**src/rtl/bht_btb_predictor.sv**
```systemverilog
// Dynamic branch predictor: direct-mapped BTB with per-entry saturating counters.
// Fetch gets a zero-latency taken/target guess. The resolving stage feeds back the outcome,
// which trains the tables, raises mispredict/redirect and bumps saturating statistics.
module bht_btb_predictor #(
    parameter int ENTRIES   = 16,
    parameter int TAG_BITS  = 8,
    parameter int CNT_BITS  = 2,
    parameter int MODE      = 1,
    parameter int GHR_BITS  = 4,
    parameter int STAT_BITS = 32
) (
    input  logic                 clk,
    input  logic                 rst_n,
    input  logic                 stall,
    input  logic [31:0]          lk_pc,
    output logic                 lk_taken,
    output logic [31:0]          lk_target,
    output logic [GHR_BITS-1:0]  lk_ghr,
    input  logic                 upd_valid,
    input  logic [31:0]          upd_pc,
    input  logic                 upd_jump,
    input  logic                 upd_taken,
    input  logic [31:0]          upd_target,
    input  logic                 upd_pred_taken,
    input  logic [31:0]          upd_pred_target,
    input  logic [GHR_BITS-1:0]  upd_ghr,
    output logic                 mispredict,
    output logic [31:0]          redirect_pc,
    output logic [STAT_BITS-1:0] stat_branches,
    output logic [STAT_BITS-1:0] stat_mispred
);

    localparam int IDX_BITS = $clog2(ENTRIES);
    localparam logic [CNT_BITS-1:0]  CNT_WEAK_NT = CNT_BITS'((1 << (CNT_BITS - 1)) - 1);
    localparam logic [CNT_BITS-1:0]  CNT_WEAK_T  = CNT_BITS'(1 << (CNT_BITS - 1));
    localparam logic [CNT_BITS-1:0]  CNT_MAX     = '1;
    localparam logic [STAT_BITS-1:0] STAT_MAX    = '1;

    // Table storage is kept in flops so the lookup can read it in the same cycle.
    logic                valid_q  [ENTRIES];
    logic [TAG_BITS-1:0] tag_q    [ENTRIES];
    logic [31:0]         target_q [ENTRIES];
    logic                jump_q   [ENTRIES];
    logic [CNT_BITS-1:0] cnt_q    [ENTRIES];

    logic [GHR_BITS-1:0]  ghr_q;
    logic [STAT_BITS-1:0] stat_branches_q;
    logic [STAT_BITS-1:0] stat_mispred_q;

    logic [IDX_BITS-1:0] lk_idx;
    logic [TAG_BITS-1:0] lk_tag;
    logic                lk_hit;
    logic [IDX_BITS-1:0] upd_idx;
    logic [TAG_BITS-1:0] upd_tag;
    logic                upd_hit;
    logic                upd_accept;
    logic [CNT_BITS-1:0] cnt_cur;
    logic                wr_en;
    logic [CNT_BITS-1:0] ent_cnt_d;
    logic [31:0]         ent_target_d;
    logic                ent_jump_d;

    // Bimodal uses the PC word index directly; gshare folds the global history into the low bits.
    function automatic logic [IDX_BITS-1:0] calc_idx(input logic [31:0] pc,
                                                     input logic [GHR_BITS-1:0] ghr);
        logic [IDX_BITS-1:0] base;
        base = pc[IDX_BITS+1:2];
        if (MODE == 2) begin
            return base ^ IDX_BITS'(ghr);
        end
        return base;
    endfunction

    function automatic logic [TAG_BITS-1:0] calc_tag(input logic [31:0] pc);
        return pc[IDX_BITS+TAG_BITS+1:IDX_BITS+2];
    endfunction

    // Lookup path: pure combinational read of the current table contents (no update bypass).
    assign lk_idx    = calc_idx(lk_pc, ghr_q);
    assign lk_tag    = calc_tag(lk_pc);
    assign lk_hit    = valid_q[lk_idx] && (tag_q[lk_idx] == lk_tag);
    assign lk_taken  = (MODE != 0) && lk_hit && (jump_q[lk_idx] || cnt_q[lk_idx][CNT_BITS-1]);
    assign lk_target = lk_taken ? target_q[lk_idx] : (lk_pc + 32'd4);
    assign lk_ghr    = ghr_q;

    // Resolution path: mispredict is reported even while stalled so the pipeline can react.
    assign mispredict  = upd_valid && ((upd_taken != upd_pred_taken) ||
                                       (upd_taken && (upd_target != upd_pred_target)));
    assign redirect_pc = upd_taken ? upd_target : (upd_pc + 32'd4);
    assign upd_accept  = upd_valid && !stall;

    assign upd_idx = calc_idx(upd_pc, upd_ghr);
    assign upd_tag = calc_tag(upd_pc);

    assign stat_branches = stat_branches_q;
    assign stat_mispred  = stat_mispred_q;

    // Next contents of the entry addressed by the resolving instruction.
    always_comb begin
        upd_hit      = valid_q[upd_idx] && (tag_q[upd_idx] == upd_tag);
        cnt_cur      = cnt_q[upd_idx];
        wr_en        = 1'b0;
        ent_cnt_d    = cnt_cur;
        ent_target_d = target_q[upd_idx];
        ent_jump_d   = jump_q[upd_idx];
        if (upd_accept && (MODE != 0)) begin
            if (upd_hit) begin
                wr_en = 1'b1;
                // Unconditional jumps are predicted by the jump bit, so they leave the counter alone.
                if (!upd_jump) begin
                    if (upd_taken) begin
                        if (cnt_cur != CNT_MAX) begin
                            ent_cnt_d = cnt_cur + CNT_BITS'(1);
                        end
                    end else if (cnt_cur != '0) begin
                        ent_cnt_d = cnt_cur - CNT_BITS'(1);
                    end
                end
                if (upd_taken) begin
                    ent_target_d = upd_target;
                    ent_jump_d   = upd_jump;
                end
            end else if (upd_taken) begin
                // Only taken branches earn an entry; they start out weakly taken.
                wr_en        = 1'b1;
                ent_cnt_d    = CNT_WEAK_T;
                ent_target_d = upd_target;
                ent_jump_d   = upd_jump;
            end
        end
    end

    // Table write: reset clears every entry, otherwise one entry is (re)written per accepted update.
    always_ff @(posedge clk) begin
        if (!rst_n) begin
            for (int i = 0; i < ENTRIES; i++) begin
                valid_q[i]  <= 1'b0;
                tag_q[i]    <= '0;
                target_q[i] <= '0;
                jump_q[i]   <= 1'b0;
                cnt_q[i]    <= CNT_WEAK_NT;
            end
        end else if (wr_en) begin
            valid_q[upd_idx]  <= 1'b1;
            tag_q[upd_idx]    <= upd_tag;
            target_q[upd_idx] <= ent_target_d;
            jump_q[upd_idx]   <= ent_jump_d;
            cnt_q[upd_idx]    <= ent_cnt_d;
        end
    end

    // Global history and saturating statistics advance once per accepted update.
    always_ff @(posedge clk) begin
        if (!rst_n) begin
            ghr_q           <= '0;
            stat_branches_q <= '0;
            stat_mispred_q  <= '0;
        end else if (upd_accept) begin
            if ((MODE == 2) && !upd_jump) begin
                ghr_q <= GHR_BITS'({ghr_q, upd_taken});
            end
            if (stat_branches_q != STAT_MAX) begin
                stat_branches_q <= stat_branches_q + STAT_BITS'(1);
            end
            if (mispredict && (stat_mispred_q != STAT_MAX)) begin
                stat_mispred_q <= stat_mispred_q + STAT_BITS'(1);
            end
        end
    end

endmodule

```
**config.mk**
```make
export PLATFORM = sky130hd
export DESIGN_NAME = bht_btb_predictor
export DESIGN_NICKNAME = d
export VERILOG_FILES = /design/src/rtl/bht_btb_predictor.sv
export SDC_FILE = /design/constraint.sdc
export NUM_CORES = 1
export LEC_CHECK = 0
export CORE_MARGIN = 5
export CORE_UTILIZATION = 55
export DETAILED_ROUTE_END_ITERATION = 16
export DONT_BUFFER_PORTS = 1
export HOLD_SLACK_MARGIN = 0.06
export PLACE_DENSITY = 0.7
export SYNTH_ARGS = -nofsm -noshare
export SYNTH_HDL_FRONTEND = slang
export SYNTH_SLANG_ARGS = --single-unit
```
**constraint.sdc**
```tcl
create_clock -name clk -period 11.5 [get_ports clk]
set_input_delay 3.45 -clock clk [delete_from_list [all_inputs] [get_ports clk]]
set_output_delay 3.45 -clock clk [all_outputs]
set_load 0.005 [all_outputs]
```
==> impl_results.md <==
* Number of placed cells counting well taps at roughly 3600
* FF-to-FF Start: tag_q[4][6]
* Detail Route Antenna Nets at 0
* Tightest Hold Check Type: reg2reg
* Worst Clk Skew at roughly 13 ps
* Count of routing violations after the opening detailed-route iteration at 3479
* First-pass GRT wire length at around 170 mm
* Max stage delay on crit path at 570 ps
* GPL Wtd Cong at ~0.93
* Capture instance of the worst register-to-register path: tag_q[9][3]
* Commonest non-fill, non-tap cells in the layout: sky130_fd_sc_hd__edfxtp_1 (672), sky130_fd_sc_hd__and3_1 (498), sky130_fd_sc_hd__mux4_2 (233)
* Crit path max-delay family: multiplexers
* Syn. warnings at 0
* Count of unresolved DRC violations after routing at 0
* Worst Hold Path Cells at 2
* Buffers inserted during post-CTS setup optimization at 0
* Source-to-sink clock delay at the later pin of the worst-skew pair at between 600 and 700 ps
* Final setup TNS at 0 ps
* Clk slew on worst S/H paths at ~60 ps
* Cell at the root of the clock tree: sky130_fd_sc_hd__clkbuf_16
* Finish-stage setup viols at 0
* Antenna violations before repair at 2
* Post-synth ARST share at 0%
* Avg Cell Area, Syn at between 10 and 15 um2
* Flip-flop cell with the highest count after synthesis: sky130_fd_sc_hd__edfxtp_1
* IR Drop Worst-Case VDD at around 0.00011 V
* Final Slew Violations at 0
* Area added between synthesis and finish at 7.893%
* Setup repair after global routing missed its margin: no
* Synth Instances at between 2000 and 3000
* Hold violation count in the final report at 0
* Number of global-route vias before repair at between 20000 and 30000
* Congestion Overflow GR at 0
* Number of buffer and inverter stages on the critical path at 1
* Total Power at 6.304 mW
* Maximum capacitance violations at 0
* Capturing element type of the critical path: output port
* Initial cell density of the core at 55.58%
* Reg2reg path depth at 7
* Post-Place Setup Slack at roughly 1800 ps
* Die Width at about 280 um
* Minimum setup slack among reg-to-reg paths at approximately 6700 ps
* Post-CTS sizing at 0
* Cell chain of the critical path: mux4_2 > nor2b_1 > a211oi_1 > a21oi_1 > xnor2_1 > nand3_1 > nor3_4 > buf_4 > mux2_2
* Final min period at just under 10000 ps
* Post-detailed-placement half-perimeter wirelength at about 65 mm
* I/O pin cnt at between 200 and 300
* CP max FO at roughly 170
* Deepest level of the CTS H-tree at 3
* Final worst path period share at 84.11%
* Most common cell after layout, fill and taps aside: sky130_fd_sc_hd__edfxtp_1
* Synth Cell Area at 39060 um2
* Total global-route track usage at around 29%
* Layout Nets at around 2900
* Slew at the pin closest to its max-slew limit at 1265 ps
* Vias per cell at between 6 and 7
* Hold buffer count at CTS at 0
* Proportion of synthesized chip area in sequential cells at between 50% and 60%
* Post-detailed-routing wire length at approximately 110 mm
* Run status: complete, no violations
* Slack of the critical path at around 1800 ps
* Share of layout cells above drive strength 1 at 22.25%
* Floorplan die height at 276.5 um
* Diodes inserted at 0
* Non-filler instance count after layout at between 3000 and 4000
* Library cell contributing the largest single delay on the critical path: sky130_fd_sc_hd__a21oi_1
* Critical path launch point type: input pin
* Flip-flop and latch count after synthesis at about 770
* Final instance area at 42140 um2
* Filler cells at 5289
* Power per Cell Area at roughly 150 nW/um2
* Number of core rows at 97
* Crit path arrival time at between 6000 and 7000 ps
* Pin count of the biggest net entering global routing at between 150 and 200
* Slew margin rel. at about 16%
* Distinct cell type count of the synthesized netlist at 64
* Kind of critical path: in2out
* Static Leak at 15.22 nW
* Core area at approximately 70000 um2
* Count of buffers from port buffering at 0
* Post-synth EDFFs at 672
* Average wire per standard cell at 30.33 um
* Placed Instance Area at around 39000 um2
* Startpoint of the most critical hold path: jump_q[12]
* Fmax achieved at slightly above 100 MHz
* Number of CTS-inserted buffers at just over 80
* CTS Buffer Depth at 3
* Total die area at roughly 76000 um2
* Required time reported for the critical path endpoint at a little over 8000 ps
* Clock tree from TritonCTS: done
* Via count of the routed design at approximately 25000
* Number of sinks handled by clock tree synthesis at approximately 770
* Number of iterations in the first detailed-routing pass at 5
* Terminating pin of the worst hold path: jump_q[12]
worst reg2reg max path: stages (launching register included):
cell                       delay, ps
sky130_fd_sc_hd__edfxtp_1        440
sky130_fd_sc_hd__mux4_2          490
sky130_fd_sc_hd__mux4_2          510
sky130_fd_sc_hd__xnor2_1         160
sky130_fd_sc_hd__nor3_1          520
sky130_fd_sc_hd__a31oi_2         450
sky130_fd_sc_hd__nand2b_4        720
sky130_fd_sc_hd__o21ai_2        1110
worst max-delay path by stage:
| stage | from | endpoint | slack (ps) | cells past startpoint |
|---|---|---|---|---|
| 2_1_floorplan | lk_pc[2] | lk_target[0] | 2010 | 7 |
| 3_3_place_gp | lk_pc[2] | lk_target[3] | 1860 | 9 |
| 3_5_place_dp | lk_pc[2] | lk_target[3] | 1850 | 9 |
| 4_1_cts | lk_pc[2] | lk_target[3] | 1850 | 9 |
| 5_1_grt | upd_pc[4] | redirect_pc[31] | 1690 | 9 |
| 6_report | lk_pc[2] | lk_target[3] | 1830 | 9 |
per-layer routing:
layer  GRT usage, %  part of all wire, %
met4          10.32                  3.7
met5              0                0.018
met3          7.011                   11
met2          45.97                   48
met1          39.22                   37
area by class of cell:
| type | count | area, um2 | area share [%] |
|---|---|---|---|
| clock buffers | 102 | 2240 | 5.315 |
| inverters | 26 | 97.59 | 0.2316 |
| multi-input cells | 1790 | 15710 | 37.27 |
| repair buffers | 49 | 377.9 | 0.8966 |
| flip-flops and latches | 768 | 22100 | 52.44 |
| clock inverters | 47 | 441.7 | 1.048 |
| well taps | 940 | 1176 | 2.791 |
flip-flops by register name, indices dropped and copies added (netlist names):
name           flops
cnt_q             32
jump_q            16
stat_branches     32
stat_mispred      32
tag_q            128
target_q         512
valid_q           16
per-stage QoR:
step,utilization (%),hold slack [ps]
6_report,59.97,470.1
5_1_grt,59.97,491.9
4_1_cts,59.97,469.1
3_5_place_dp,56.15,459.0
3_3_place_gp,56.15,448.7
2_1_floorplan,-,432.4
power breakdown:
| part | internal, mW | switching, mW | leakage (nW) | total [mW] |
|---|---|---|---|---|
| registers | 3.15 | 0.0406 | 7.13 | 3.19 |
| clock network | 1.54 | 1.11 | 1.33 | 2.65 |
| logic | 0.202 | 0.264 | 6.76 | 0.466 |
| total | 4.89 | 1.41 | 15.2 | 6.30 |
cells in the mapped netlist, types with 20 or more instances:
master,n,area [um2]
sky130_fd_sc_hd__edfxtp_1,672,20180
sky130_fd_sc_hd__and3_1,501,3134
sky130_fd_sc_hd__clkbuf_1,234,878.3
sky130_fd_sc_hd__mux4_2,233,5248
sky130_fd_sc_hd__nand2_1,153,574.3
sky130_fd_sc_hd__nor3_2,129,1291
sky130_fd_sc_hd__dfxtp_1,96,1922
sky130_fd_sc_hd__o21ai_0,92,460.4
sky130_fd_sc_hd__xor2_1,77,674.4
sky130_fd_sc_hd__nor2_1,72,270.3
sky130_fd_sc_hd__xnor2_1,65,569.3
sky130_fd_sc_hd__nand3_1,64,320.3
sky130_fd_sc_hd__and2_1,58,362.9
sky130_fd_sc_hd__mux2_2,44,495.5
sky130_fd_sc_hd__nor3_1,41,205.2
sky130_fd_sc_hd__nand4_1,38,237.7
sky130_fd_sc_hd__mux2i_1,34,340.3
sky130_fd_sc_hd__nand2b_1,28,175.2
sky130_fd_sc_hd__buf_2,21,105.1
sky130_fd_sc_hd__buf_1,20,75.07
kinds of logic after synthesis:
group,count (synthesis),synth area share [%]
and+or+nand+nor,1146,17.96
DFF,768,56.58
buffers and inverters,327,3.633
muxes,312,15.60
AOI/OAI and AO/OA,178,2.781
xor gates and xnor gates,142,3.184
adders and majority gates,8,0.2499
other,1,0.009601
Power figures use the tool's default switching activity.
